File: src/rtl/sram_column_buffer_pkg.sv
// Shared widths and the port-grant type for the boundary-column SRAM FIFO.
package sram_column_buffer_pkg;

  localparam int SRAM_WORD        = 32;
  localparam int ADDR_BIT_DEFAULT = 10;

  typedef enum logic [1:0] {
    GRANT_NONE  = 2'd0,
    GRANT_READ  = 2'd1,
    GRANT_WRITE = 2'd2
  } grant_e;

endpackage

File: src/rtl/sram_column_buffer_if.sv
// PE-controller side handshake of the column buffer: write strobe/data, read strobe/data.
interface sram_column_buffer_if
  import sram_column_buffer_pkg::*;
#(
  parameter int WORD = SRAM_WORD
);

  logic            i_write;
  logic [WORD-1:0] i_writeData;
  logic            o_write_ready;
  logic            i_read;
  logic            o_read_ready;
  logic [WORD-1:0] o_readData;
  logic            o_readValid;

  modport master (
    output i_write, i_writeData, i_read,
    input  o_write_ready, o_read_ready, o_readData, o_readValid
  );

  modport slave (
    input  i_write, i_writeData, i_read,
    output o_write_ready, o_read_ready, o_readData, o_readValid
  );

endinterface

File: src/rtl/sram_column_buffer.sv
// Circular FIFO over a single-port SRAM: one-entry write buffer, read-priority
// arbitration with a one-cycle starvation limit for the buffered write.
module sram_column_buffer
  import sram_column_buffer_pkg::*;
#(
  parameter int WORD     = SRAM_WORD,
  parameter int ADDR_BIT = ADDR_BIT_DEFAULT
) (
  input  logic                clk,
  input  logic                rst_n,
  input  logic                i_clear,
  sram_column_buffer_if.slave pe,
  output logic                o_sram_cen,
  output logic                o_sram_wen,
  output logic [ADDR_BIT-1:0] o_sram_addr,
  output logic [WORD-1:0]     o_sram_wdata,
  input  logic [WORD-1:0]     i_sram_rdata,
  output logic [ADDR_BIT:0]   o_count,
  output logic                o_empty,
  output logic                o_full
);

  localparam logic [ADDR_BIT:0] DEPTH = {1'b1, {ADDR_BIT{1'b0}}};

  logic [ADDR_BIT-1:0] wptr;
  logic [ADDR_BIT-1:0] rptr;
  logic [ADDR_BIT:0]   count;
  logic [ADDR_BIT:0]   committed;
  logic [WORD-1:0]     wbuf;
  logic                wbuf_valid;
  logic                wbuf_age;
  logic                rd_pend;
  logic                write_ready;
  logic                read_ready;
  logic                wr_acc;
  logic                rd_acc;
  grant_e              grant;

  // rst_n gates write_ready so every handshake output is low while held in reset
  assign write_ready = rst_n && !i_clear && !wbuf_valid && (count < DEPTH);
  assign read_ready  = !i_clear && (committed != '0) && !(wbuf_valid && wbuf_age);
  assign wr_acc      = pe.i_write && write_ready;
  assign rd_acc      = pe.i_read && read_ready;

  assign pe.o_write_ready = write_ready;
  assign pe.o_read_ready  = read_ready;
  assign o_count          = count;
  assign o_empty          = (count == '0);
  assign o_full           = (count == DEPTH);

  always_comb begin
    grant = GRANT_NONE;
    if (rd_acc)
      grant = GRANT_READ;
    else if (wbuf_valid && !i_clear)
      grant = GRANT_WRITE;
  end

  always_ff @(posedge clk or negedge rst_n) begin
    if (!rst_n) begin
      wptr           <= '0;
      rptr           <= '0;
      count          <= '0;
      committed      <= '0;
      wbuf           <= '0;
      wbuf_valid     <= 1'b0;
      wbuf_age       <= 1'b0;
      rd_pend        <= 1'b0;
      o_sram_cen     <= 1'b0;
      o_sram_wen     <= 1'b0;
      o_sram_addr    <= '0;
      o_sram_wdata   <= '0;
      pe.o_readData  <= '0;
      pe.o_readValid <= 1'b0;
    end else if (i_clear) begin
      wptr           <= '0;
      rptr           <= '0;
      count          <= '0;
      committed      <= '0;
      wbuf_valid     <= 1'b0;
      wbuf_age       <= 1'b0;
      rd_pend        <= 1'b0;
      o_sram_cen     <= 1'b0;
      pe.o_readValid <= 1'b0;
    end else begin
      rd_pend        <= rd_acc;
      pe.o_readValid <= rd_pend;
      if (rd_pend)
        pe.o_readData <= i_sram_rdata;

      unique case (grant)
        GRANT_READ: begin
          o_sram_cen  <= 1'b1;
          o_sram_wen  <= 1'b0;
          o_sram_addr <= rptr;
          rptr        <= rptr + ADDR_BIT'(1);
          committed   <= committed - (ADDR_BIT+1)'(1);
          // buffered write lost this cycle; read_ready is held off next cycle
          if (wbuf_valid)
            wbuf_age <= 1'b1;
        end
        GRANT_WRITE: begin
          o_sram_cen   <= 1'b1;
          o_sram_wen   <= 1'b1;
          o_sram_addr  <= wptr;
          o_sram_wdata <= wbuf;
          wptr         <= wptr + ADDR_BIT'(1);
          committed    <= committed + (ADDR_BIT+1)'(1);
          wbuf_valid   <= 1'b0;
          wbuf_age     <= 1'b0;
        end
        default: o_sram_cen <= 1'b0;
      endcase

      if (wr_acc) begin
        wbuf       <= pe.i_writeData;
        wbuf_valid <= 1'b1;
        wbuf_age   <= 1'b0;
      end

      if (wr_acc && !rd_acc)
        count <= count + (ADDR_BIT+1)'(1);
      else if (rd_acc && !wr_acc)
        count <= count - (ADDR_BIT+1)'(1);
    end
  end

endmodule

File: src/flat_wrapper.sv
// flat-port wrapper written by rule: the top's interface ports become plain ports
module sram_column_buffer_flat import sram_column_buffer_pkg::*;
#(
  parameter int WORD     = SRAM_WORD,
  parameter int ADDR_BIT = ADDR_BIT_DEFAULT
)
  (clk, rst_n, i_clear, o_sram_cen, o_sram_wen, o_sram_addr, o_sram_wdata, i_sram_rdata, o_count, o_empty, o_full, pe_i_write, pe_i_writeData, pe_i_read, pe_o_write_ready, pe_o_read_ready, pe_o_readData, pe_o_readValid);
  sram_column_buffer_if #(.WORD(WORD)) pe_i ();
  input  logic clk;
  input  logic rst_n;
  input  logic i_clear;
  output logic o_sram_cen;
  output logic o_sram_wen;
  output logic [ADDR_BIT-1:0] o_sram_addr;
  output logic [WORD-1:0] o_sram_wdata;
  input  logic [WORD-1:0] i_sram_rdata;
  output logic [ADDR_BIT:0] o_count;
  output logic o_empty;
  output logic o_full;
  input wire logic [$bits(pe_i.i_write)-1:0] pe_i_write;
  input wire logic [$bits(pe_i.i_writeData)-1:0] pe_i_writeData;
  input wire logic [$bits(pe_i.i_read)-1:0] pe_i_read;
  output wire logic [$bits(pe_i.o_write_ready)-1:0] pe_o_write_ready;
  output wire logic [$bits(pe_i.o_read_ready)-1:0] pe_o_read_ready;
  output wire logic [$bits(pe_i.o_readData)-1:0] pe_o_readData;
  output wire logic [$bits(pe_i.o_readValid)-1:0] pe_o_readValid;
  assign pe_i.i_write = pe_i_write;
  assign pe_i.i_writeData = pe_i_writeData;
  assign pe_i.i_read = pe_i_read;
  assign pe_o_write_ready = pe_i.o_write_ready;
  assign pe_o_read_ready = pe_i.o_read_ready;
  assign pe_o_readData = pe_i.o_readData;
  assign pe_o_readValid = pe_i.o_readValid;
  sram_column_buffer #(.WORD(WORD), .ADDR_BIT(ADDR_BIT)) u_core (.clk(clk), .rst_n(rst_n), .i_clear(i_clear), .pe(pe_i), .o_sram_cen(o_sram_cen), .o_sram_wen(o_sram_wen), .o_sram_addr(o_sram_addr), .o_sram_wdata(o_sram_wdata), .i_sram_rdata(i_sram_rdata), .o_count(o_count), .o_empty(o_empty), .o_full(o_full));
endmodule
File: config.mk
export PLATFORM = sky130hd
export DESIGN_NAME = sram_column_buffer_flat
export DESIGN_NICKNAME = d
export VERILOG_FILES = /design/src/rtl/sram_column_buffer_pkg.sv /design/src/rtl/sram_column_buffer_if.sv /design/src/rtl/sram_column_buffer.sv /design/src/flat_wrapper.sv
export SDC_FILE = /design/constraint.sdc
export NUM_CORES = 1
export LEC_CHECK = 0
export ABC_AREA = 1
export ABC_CLOCK_PERIOD_IN_PS = 4900
export CAP_MARGIN = 20
export CORE_UTILIZATION = 45
export DETAILED_ROUTE_END_ITERATION = 7
export HOLD_SLACK_MARGIN = 0.12
export PLACE_DENSITY = 0.73
export SKIP_LAST_GASP = 1
export SLEW_MARGIN = 20
export SYNTH_ARGS = -nofsm -noshare
export SYNTH_HDL_FRONTEND = slang
export SYNTH_SLANG_ARGS = --single-unit
File: constraint.sdc
create_clock -name clk -period 4.9 [get_ports clk]
set_input_delay 0.735 -clock clk [delete_from_list [all_inputs] [get_ports clk]]
set_output_delay 0.735 -clock clk [all_outputs]
set_load 0.1 [all_outputs]
Word-level counts from Yosys, hierarchy flattened. Cells that the tools add are included.

Flip-flop bits (word level): 154. Input port bits: 69. Output and inout port bits: 92. Logic and storage cells: 81.

Add/sub/neg operators: 6. $lt $le $gt $ge: 1. Equality and inequality tests: 4. Muxes and demuxes: 24. Bitwise logic cells: 1. Reductions and logical operators: 31.

Operators with widths (number): 11-bit 2-to-1 mux (4); 10-bit 2-to-1 mux (4); 11-bit by 1-bit adder with 11-bit output (second input constant) (2); 11-bit case mux with 2 select lines (1); 11-bit by 1-bit subtractor with 11-bit output (second input constant) (2); 10-bit by 1-bit adder with 10-bit output (second input constant) (2); 10-bit case mux with 2 select lines (1); 11-bit == test (second input constant) (1); 1-bit logical AND (11); 11-bit zero test (1); 11-bit less-than comparator (second input constant) (1); 11-bit nonzero test (1); 1-bit 2-to-1 mux (10); 2-bit AND reduction (5); 3-bit nonzero test (3); 2-bit nonzero test (3); 1-bit zero test (5); 2-bit 2-to-1 mux (2); 4-bit by 2-bit inequality test with 1-bit output (second input constant) (1); 1-bit case mux with 2 select lines (2); 4-bit nonzero test (1); 2-bit by 1-bit == test with 1-bit output (second input constant) (1); 2-bit == test (second input constant) (1); 2-bit OR reduction (1); 1-bit NOT (1).

Depth between registers and ports, before layout. Gate-level depths: netlist of run 1.

Depth after elaboration: 10. Gate-level depth with buffers: 18. Mapped depth without buffers: 16.

Worst setup path after synthesis of run 1. Ideal clock, no wire load.

Kind: register to output. Start point: register u_core.count[0], in the netlist u_core.o_count[0]. End point: output o_empty. Arrival: 3.315 ns. Required time: 4.165 ns. Path slack: 0.850 ns. Stages on the path, launching flop included: 4. Buffers on the path: 0. Path through: dfrtp_1 -> nor4_1 -> nand2_1 -> nor3_1.

Cells in the longest elaborated chain, start to end: 1.

Ends and longest elaborated chain: start, declared (RTL line sram_column_buffer.sv:27) `logic [ADDR_BIT:0] count;`; start signal, assigned (RTL line sram_column_buffer.sv:122) `count <= count + (ADDR_BIT+1)'(1);`; start signal, assigned (RTL line sram_column_buffer.sv:124) `count <= count - (ADDR_BIT+1)'(1);`; 11-bit zero test (RTL line sram_column_buffer.sv:48) `assign o_empty = (count == '0);`; end, declared (RTL line flat_wrapper.sv:18) `output logic o_empty;`.

No other way between the ends.

Final worst setup path of run 1.
Start point: register u_core.count[0], in the netlist u_core.o_count[0]. End point: output o_full.

Cells in the longest elaborated chain, start to end: 1.

Ends and longest elaborated chain: 11-bit == test (RTL line sram_column_buffer.sv:49) `assign o_full = (count == DEPTH);`; end, declared (RTL line flat_wrapper.sv:19) `output logic o_full;`.

No other way between the ends.

==> results of run 1 <==
power breakdown:
part	total [W]	switching [W]	internal, W
Clock	0.00136	0.000536	0.000824
Sequential	0.00195	0.000269	0.00168
Combinational	0.00390	0.00293	0.000970
Total	0.00721	0.00373	0.00348
through the flow:
step | power, W | hold slack, ns | setup slack [ns] | cells | instance area, um2
after floorplan | 0.004931 | 0.4394 | 0.8502 | 859 | 7203
after global placement | 0.005826 | 0.4477 | 1.268 | 1208 | 8929
after detailed placement | 0.005861 | 0.4531 | 1.221 | 1208 | 8929
after CTS | 0.007251 | 0.2119 | 1.419 | 1240 | 9542
after global routing | 0.007602 | 0.2295 | 1.256 | 1240 | 9542
final | 0.007210 | 0.2083 | 1.447 | 1240 | 9542
state kept, by name (all words and copies together), names as in the netlist:
name                   flops
u_core.o_sram_wdata       32
u_core.pe.o_readData      32
u_core.wbuf               32
u_core.committed          11
u_core.o_count            11
u_core.o_sram_addr        10
u_core.rptr               10
u_core.wptr               10
u_core.o_sram_cen          1
u_core.o_sram_wen          1
u_core.pe.o_readValid      1
u_core.rd_pend             1
u_core.wbuf_age            1
u_core.wbuf_valid          1
routing by layer:
metal,track usage (%),share of wire [%]
met5,0,0
met2,34.09,45
met4,7.958,1.7
met1,28.63,47
met3,5.572,6.5
synth_stat cells (3+ instances only):
cell type	n	area, um2
sky130_fd_sc_hd__clkbuf_1	4	15.01
sky130_fd_sc_hd__nand4_1	6	37.54
sky130_fd_sc_hd__buf_6	5	56.30
sky130_fd_sc_hd__ha_1	22	275.3
sky130_fd_sc_hd__buf_2	13	65.06
sky130_fd_sc_hd__nor2_1	30	112.6
sky130_fd_sc_hd__o21ai_0	36	180.2
sky130_fd_sc_hd__nand3_1	31	155.2
sky130_fd_sc_hd__nand2_1	370	1389
sky130_fd_sc_hd__inv_1	67	251.5
sky130_fd_sc_hd__xnor2_1	5	43.79
sky130_fd_sc_hd__a31oi_1	3	18.77
sky130_fd_sc_hd__o221ai_1	4	35.03
sky130_fd_sc_hd__inv_2	5	18.77
sky130_fd_sc_hd__nor3_1	12	60.06
sky130_fd_sc_hd__xor2_1	9	78.83
sky130_fd_sc_hd__nand2_2	6	37.54
sky130_fd_sc_hd__dfrtp_1	154	3854
sky130_fd_sc_hd__o22ai_1	8	50.05
sky130_fd_sc_hd__buf_4	6	45.04
sky130_fd_sc_hd__o21ai_1	17	85.08
sky130_fd_sc_hd__a21oi_1	24	120.1
worst max-delay path, cell delays in order, from the launching register on:
cell and delay (ns):
sky130_fd_sc_hd__dfrtp_1 0.48, sky130_fd_sc_hd__nor4_1 0.35, sky130_fd_sc_hd__nand2_1 0.13, sky130_fd_sc_hd__nor3_1 0.16, sky130_fd_sc_hd__clkdlybuf4s50_1 1.17
kinds of logic after synthesis:
kind of cell | Yosys count
adders and majority gates | 24
AOI/OAI and AO/OA | 104
xor gates and xnor gates | 14
and+or+nand+nor | 463
DFF | 154
buffers and inverters | 100
path summary, 6_finish.rpt:
path	start	end	slack (ns)	cells after the start
worst max-delay path	u_core.o_count[0]	o_full	1.45	4
worst min-delay path	rst_n	u_core.pe.o_readData[22]	0.21	1
worst max register to register	u_core.committed[0]	u_core.committed[9]	2.14	16
worst min register to register	u_core.wbuf[2]	u_core.o_sram_wdata[2]	0.46	2
max in group asynchronous	rst_n	u_core.o_sram_wdata[4]	2.87	3
min in group clk	u_core.wbuf[2]	u_core.o_sram_wdata[2]	0.46	2
final cells by class:
class | instances | area (um2) | area share, %
sequential | 154 | 3854 | 40.39
multi-input combinational | 605 | 2898 | 30.37
timing repair buffer | 166 | 1643 | 17.22
clock buffer | 20 | 446.7 | 4.681
inverter | 72 | 270.3 | 2.832
tap | 211 | 264.0 | 2.767
clock inverter | 12 | 166.4 | 1.744
==> metrics.log, run 1 <==
[metrics] Cell variety after synth: 38
[metrics] Crit. End Element: output pin
[metrics] CTS tree: yes
[metrics] standby leakage power: 4.678 nW
[metrics] die height: ~130 um
[metrics] Total Routed Length: around 17 mm
[metrics] post-detailed-route via-to-cell ratio: about 4.9
[metrics] remaining antenna violation count after routing: 0
[metrics] share of the cycle needed by the critical path after routing: between 70% and 80%
[metrics] routed wirelength normalized by instance count: 13.55 um
[metrics] layout overhead on the synthesized area: 32.46%
[metrics] first-iteration detailed-routing DRC count: about 280
[metrics] post-synthesis cell count: ~860
[metrics] total DRC errors in the routed layout: 0
[metrics] sink count of the clock tree: approximately 150
[metrics] total negative setup slack: 0 ns
[metrics] antenna cell count: 0
[metrics] category of the worst setup path launch point: flop
[metrics] residual overflow from global routing: 0
[metrics] fin util: 61.85%
[metrics] count of hold buffers inserted by post-cts repair: 0
[metrics] CTS H-tree depth: 4
[metrics] sequential-to-total area share from yosys stat: between 50 and 60%
[metrics] DP HPWL: approximately 11 mm
[metrics] number of rows created at floorplan: 45
[metrics] relative max-transition margin: a little under a third
[metrics] area of the die: approximately 17000 um2
[metrics] worst path required time: 4.16 ns
[metrics] unrepaired setup endpoints after global routing: no
[metrics] Clock Path Buffers: 2
[metrics] share of flip-flops with an asynchronous set or reset: 100.0%
[metrics] Max-Cap Viols: 0
[metrics] synthesized-area fraction occupied by ao, oa, aoi and oai cells: a little over 8%
[metrics] maximum clock frequency: 289.6 MHz
[metrics] most common library cell in the layout ignoring fill and taps: sky130_fd_sc_hd__nand2_1
[metrics] post_cts resized: 0
[metrics] EDFF count, synth: 0
[metrics] Initial Util: 46.69%
[metrics] Port-buffer cells: 160
[metrics] number of nets in the layout: around 1100
[metrics] count of buffers added by post-CTS timing repair for setup: 0
[metrics] number of synthesized register bits: 154
[metrics] summed instance area of the synthesized netlist: about 7200 um2
[metrics] predominant post-synthesis flop cell: sky130_fd_sc_hd__dfrtp_1
[metrics] Setup Viol. Count Final: 0
[metrics] clock-pin slew reported for the worst setup and hold paths after clock tree synthesis: 0.06 ns
[metrics] post-synthesis share of cell area spent on xor and xnor gates: around 1.7%
[metrics] CP max FO: 8
[metrics] worst setup path class: reg -> out
[metrics] commonest cells after routing, fill and taps aside: sky130_fd_sc_hd__nand2_1 (370), sky130_fd_sc_hd__clkdlybuf4s50_1 (157), sky130_fd_sc_hd__dfrtp_1 (154)
[metrics] first-pass detailed-route iteration total: 7
[metrics] largest family of logic cells by synthesized area: simple AND/OR/NAND/NOR gates
[metrics] Hold Vio Cnt, Final: 0
[metrics] layout filler cell count: approximately 1400
[metrics] peak supply drop: around 480 uV
[metrics] share of layout cells above drive strength 1: under 10%
[metrics] first-pass GRT wire length: around 28 mm
[metrics] max-slew violation total from the final report: 0
[metrics] Layout Skew: 0.007383 ns
[metrics] I/O pin cnt: ~160
[metrics] fin crit period: roughly 3.5 ns
[metrics] net count after synthesis: ~950
[metrics] x dimension of the die: between 100 and 150 um
[metrics] clock insertion delay at the later pin of the skew report: between 0.4 and 0.5 ns
[metrics] simple-gate area share of the yosys netlist: between 20 and 30%
[metrics] adder and majority gate portion of the synthesized area: between 4 and 5%
[metrics] data arrival time at the worst-slack endpoint: around 2.7 ns
[metrics] CTS buffer count: 17
[metrics] share of cell area taken by muxes after synthesis: 0%
[metrics] Post-Synthesis Mean Instance Area: ~8.4 um2
[metrics] antenna violations before repair: 0
[metrics] total routing usage reported by global routing: 21.54%
[metrics] number of global-route vias before repair: about 5800
[metrics] worst hold path class: in -> async
[metrics] root buf cell: sky130_fd_sc_hd__clkbuf_16
[metrics] Synth warnings: 0
[metrics] Final GP Congestion: 0.9358
[metrics] outcome: finished, final reports clean
[metrics] slew at the pin with the worst max-slew slack: ~1 ns
[metrics] area inside the core boundary: 15430 um2
[metrics] pin count of the biggest net entering global routing: 77
[metrics] power density relative to cell area: about 760 nW/um2
[metrics] via count: roughly 6000
No activity file was read; power rests on OpenSTA's default activity.
==> run 2, diff against run 1 <==
- ABC_CLOCK_PERIOD_IN_PS: 4900 -> 2790
- PLACE_DENSITY: 0.73 -> 0.75
- clock period: 4.9 -> 2.79 ns (I/O delays scaled with it)
==> metrics.log, run 2 (synthesis gave the netlist of run 1 again) <==
[metrics] fin crit period: roughly 2.4 ns
[metrics] share of the cycle needed by the critical path after routing: between 80 and 90%
[metrics] max-slew violation total from the final report: 0 (unchanged)
[metrics] Initial Util: 46.69% (unchanged)
[metrics] Setup Viol. Count Final: 0 (unchanged)
[metrics] antenna cell count: 0 (unchanged)
[metrics] sequential fraction of design power: 27.1% (about the same)
[metrics] I/O pin cnt: 161 (unchanged)
[metrics] uppermost routed layer: met4 (unchanged)
[metrics] number of nets in the layout: 1136 (was 1109)
[metrics] DP HPWL: 11.86 mm (was 11.46 mm)
[metrics] unrepaired setup endpoints after global routing: no (unchanged)
[metrics] Crit. End Element: flop (was output pin)
[metrics] largest registers: u_core.o_sram_wdata: 32 flops, u_core.pe.o_readData: 32 flops, u_core.wbuf: 32 flops (unchanged)
[metrics] first-pass detailed-route iteration total: 6 (was 7)
[metrics] count of buffers added by post-CTS timing repair for setup: 0 (unchanged)
[metrics] CTS H-tree depth: 4 (unchanged)
[metrics] number of cells traversed by the worst register-to-register path: 12 (was 16)
[metrics] CTS buffer count: 17 (unchanged)
[metrics] die height: 128.5 um (unchanged)
[metrics] category of the worst setup path launch point: flop (unchanged)
[metrics] CP max FO: 14 (was 8)
[metrics] total routing usage reported by global routing: 22.45% (was 21.54%)
[metrics] commonest cells after routing, fill and taps aside: sky130_fd_sc_hd__nand2_1 (370), sky130_fd_sc_hd__dfrtp_1 (153), sky130_fd_sc_hd__buf_4 (122) (was sky130_fd_sc_hd__nand2_1 (370), sky130_fd_sc_hd__clkdlybuf4s50_1 (157), sky130_fd_sc_hd__dfrtp_1 (154))
[metrics] Total Routed Length: 17.40 mm (was 16.80 mm)
[metrics] outcome: finished, final reports clean (unchanged)
[metrics] data arrival time at the worst-slack endpoint: 2.71 ns (was 2.72 ns)
[metrics] total non-filler cell area in the finished layout: 9612 um2 (was 9542 um2)
[metrics] via count: 6171 (was 6049)
[metrics] count of hold buffers inserted by post-cts repair: 0 (unchanged)
[metrics] worst path cell trace: nor2_1 > nand2_1 > nor2_2 > nand2_2 > nand3_4 > nand2_2 > ha_1 > nand2_1 > nand3_1 > a21oi_1 > xor2_1 > o21ai_0 (was nor4_1 > nand2_1 > nor3_1 > clkdlybuf4s50_1)
[metrics] standby leakage power: 4.938 nW (was 4.678 nW)
[metrics] worst hold path class: in -> async (unchanged)
[metrics] CTS tree: yes (unchanged)
[metrics] worst setup path class: reg -> reg (was reg -> out)
[metrics] slew at the pin with the worst max-slew slack: 1.008 ns (was 1.022 ns)
[metrics] Clock Path Buffers: 2 (unchanged)
[metrics] fin util: 62.30% (was 61.85%)
[metrics] layout overhead on the synthesized area: 33.44% (was 32.46%)
[metrics] detailed-routing wirelength on met1: 7.778 mm (was 7.814 mm)
[metrics] sink count of the clock tree: 154 (unchanged)
[metrics] relative max-transition margin: 32.76% (was 31.68%)
[metrics] Clock power frac: 18.3% (was 18.9%)
[metrics] Final GP Congestion: 0.8960 (was 0.9358)
[metrics] first-pass GRT wire length: 29.12 mm (was 27.97 mm)
[metrics] Area after DPL: 9021 um2 (was 8929 um2)
[metrics] Max stage delay cell, worst path: sky130_fd_sc_hd__ha_1 (was sky130_fd_sc_hd__clkdlybuf4s50_1)
[metrics] total power of the final layout: 0.01274 W (was 0.007210 W)
[metrics] worst path required time: 3.08 ns (was 4.16 ns)
[metrics] share of layout cells above drive strength 1: 17.46% (was 5.734%)
[metrics] first-iteration detailed-routing DRC count: 367 (was 281)
[metrics] Internal Pwr Total: 0.006119 W (was 0.003476 W)
[metrics] area of the die: 16520 um2 (unchanged)
[metrics] sw power: 0.006618 W (was 0.003734 W)
[metrics] most common library cell in the layout ignoring fill and taps: sky130_fd_sc_hd__nand2_1 (unchanged)
[metrics] remaining antenna violation count after routing: 0 (unchanged)
[metrics] share of total power consumed by net switching: 51.96% (was 51.79%)
[metrics] post_cts resized: 0 (unchanged)
[metrics] maximum clock frequency: about 410 MHz
[metrics] antenna violations before repair: 0 (unchanged)
[metrics] routed wirelength normalized by instance count: 13.76 um (was 13.55 um)
[metrics] clock insertion delay at the later pin of the skew report: 0.42 ns (about the same)
[metrics] post-detailed-route via-to-cell ratio: 4.878 (about the same)
[metrics] Port-buffer cells: 160 (unchanged)
[metrics] peak supply drop: 900.1 uV (was 475.6 uV)
[metrics] amount of wire on met3 after detailed routing: 922 um (was 1.089 mm)
[metrics] peak per-stage delay on the critical path: 0.43 ns (was 1.17 ns)
[metrics] root buf cell: sky130_fd_sc_hd__clkbuf_16 (unchanged)
[metrics] Hold Vio Cnt, Final: 0 (unchanged)
[metrics] number of global-route vias before repair: 6012 (was 5801)
[metrics] number of rows created at floorplan: 45 (unchanged)
[metrics] x dimension of the die: 128.5 um (unchanged)
[metrics] routed wire length on met2: 8.423 mm (was 7.615 mm)
[metrics] pin count of the biggest net entering global routing: 155 (was 77)
[metrics] Max-Cap Viols: 0 (unchanged)
[metrics] worst hold slack across all endpoints: 0.1446 ns (was 0.2083 ns)
[metrics] Layout Skew: 0.006387 ns (was 0.007383 ns)
[metrics] residual overflow from global routing: 0 (unchanged)
[metrics] area inside the core boundary: 15430 um2 (unchanged)
[metrics] Logic pwr share: 54.7% (was 54.1%)
[metrics] total DRC errors in the routed layout: 0 (unchanged)
[metrics] clock-pin slew reported for the worst setup and hold paths after clock tree synthesis: 0.06 ns (about the same)
[metrics] power density relative to cell area: 1325 nW/um2 (was 755.6 nW/um2)
## run 2: cell count changes in the layout (fill, tap and decap cells not counted), moves of 3 or more
cell	before	now
sky130_fd_sc_hd__buf_4	8	122
sky130_fd_sc_hd__clkdlybuf4s50_1	157	67
sky130_fd_sc_hd__clkinv_4	5	1
sky130_fd_sc_hd__buf_12	0	3
sky130_fd_sc_hd__ha_1	22	19
sky130_fd_sc_hd__ha_4	0	3
sky130_fd_sc_hd__nor3_1	12	9
sky130_fd_sc_hd__nor3_2	0	3
## run 2: power by group through the flow
stage	clock [W]	sequential [W]	combinational (W)
after floorplan	0	0.00678	0.00195
after global placement	0	0.00346	0.00687
after detailed placement	0	0.00346	0.00696
after CTS	0.00237	0.00345	0.00698
after global routing	0.00247	0.00355	0.00743
final	0.00233	0.00345	0.00696
## run 2: final timing paths
| path | from | end | slack (ns) |
|---|---|---|---|
| min | rst_n | u_core.o_sram_wdata[26] | 0.14 |
| max | u_core.committed[8] | u_core.committed[6] | 0.37 |
| max in group asynchronous | rst_n | u_core.o_count[10] | 2.00 |
| min in group clk | u_core.wbuf[17] | u_core.o_sram_wdata[17] | 0.47 |
| min reg2reg | u_core.wbuf[17] | u_core.o_sram_wdata[17] | 0.47 |
| max reg2reg | u_core.committed[8] | u_core.committed[6] | 0.37 |
## run 2: metrics by stage
stage	std cells	worst slack [ns]	setup TNS, ns
after global placement	1235	0.07126	0
after global routing	1265	0.08505	0
after detailed placement	1235	0.002748	0
after floorplan	859	-0.1151	-0.2361
after CTS	1265	0.3718	0
final	1265	0.3680	0
## run 2: layout make-up
class                           instances  area, um2
Clock buffer                           20      446.7
Clock inverter                         10      143.9
Fill cell                            1365       5816
Inverter                               72      275.3
Multi-Input combinational cell        605       2967
Sequential cell                       154       3857
Tap cell                              211      264.0
Timing Repair Buffer                  193       1658
## run 2: critical path, delay by kind of cell, from the launching register on
family / cells / cell delay, ns
AO/OA/AOI/OAI: 2 / 0.30
XOR/XNOR: 1 / 0.17
AND/OR/NAND/NOR: 8 / 1.00
adder cells (fa/ha/maj): 1 / 0.43
flip-flops: 1 / 0.40
## run 2: routing by layer
layer	up-vias	GRT usage, %
met5	-	0
met4	0	6.920
met3	24	5.322
met2	145	36.92
met1	2905	29.48
li1	3097	-
==> run 3, diff against run 2 <==
- CTS_CLUSTER_DIAMETER: unset -> 200
==> results of run 3 <==
Final layout, timing and power as in run 2 (identical DEF).
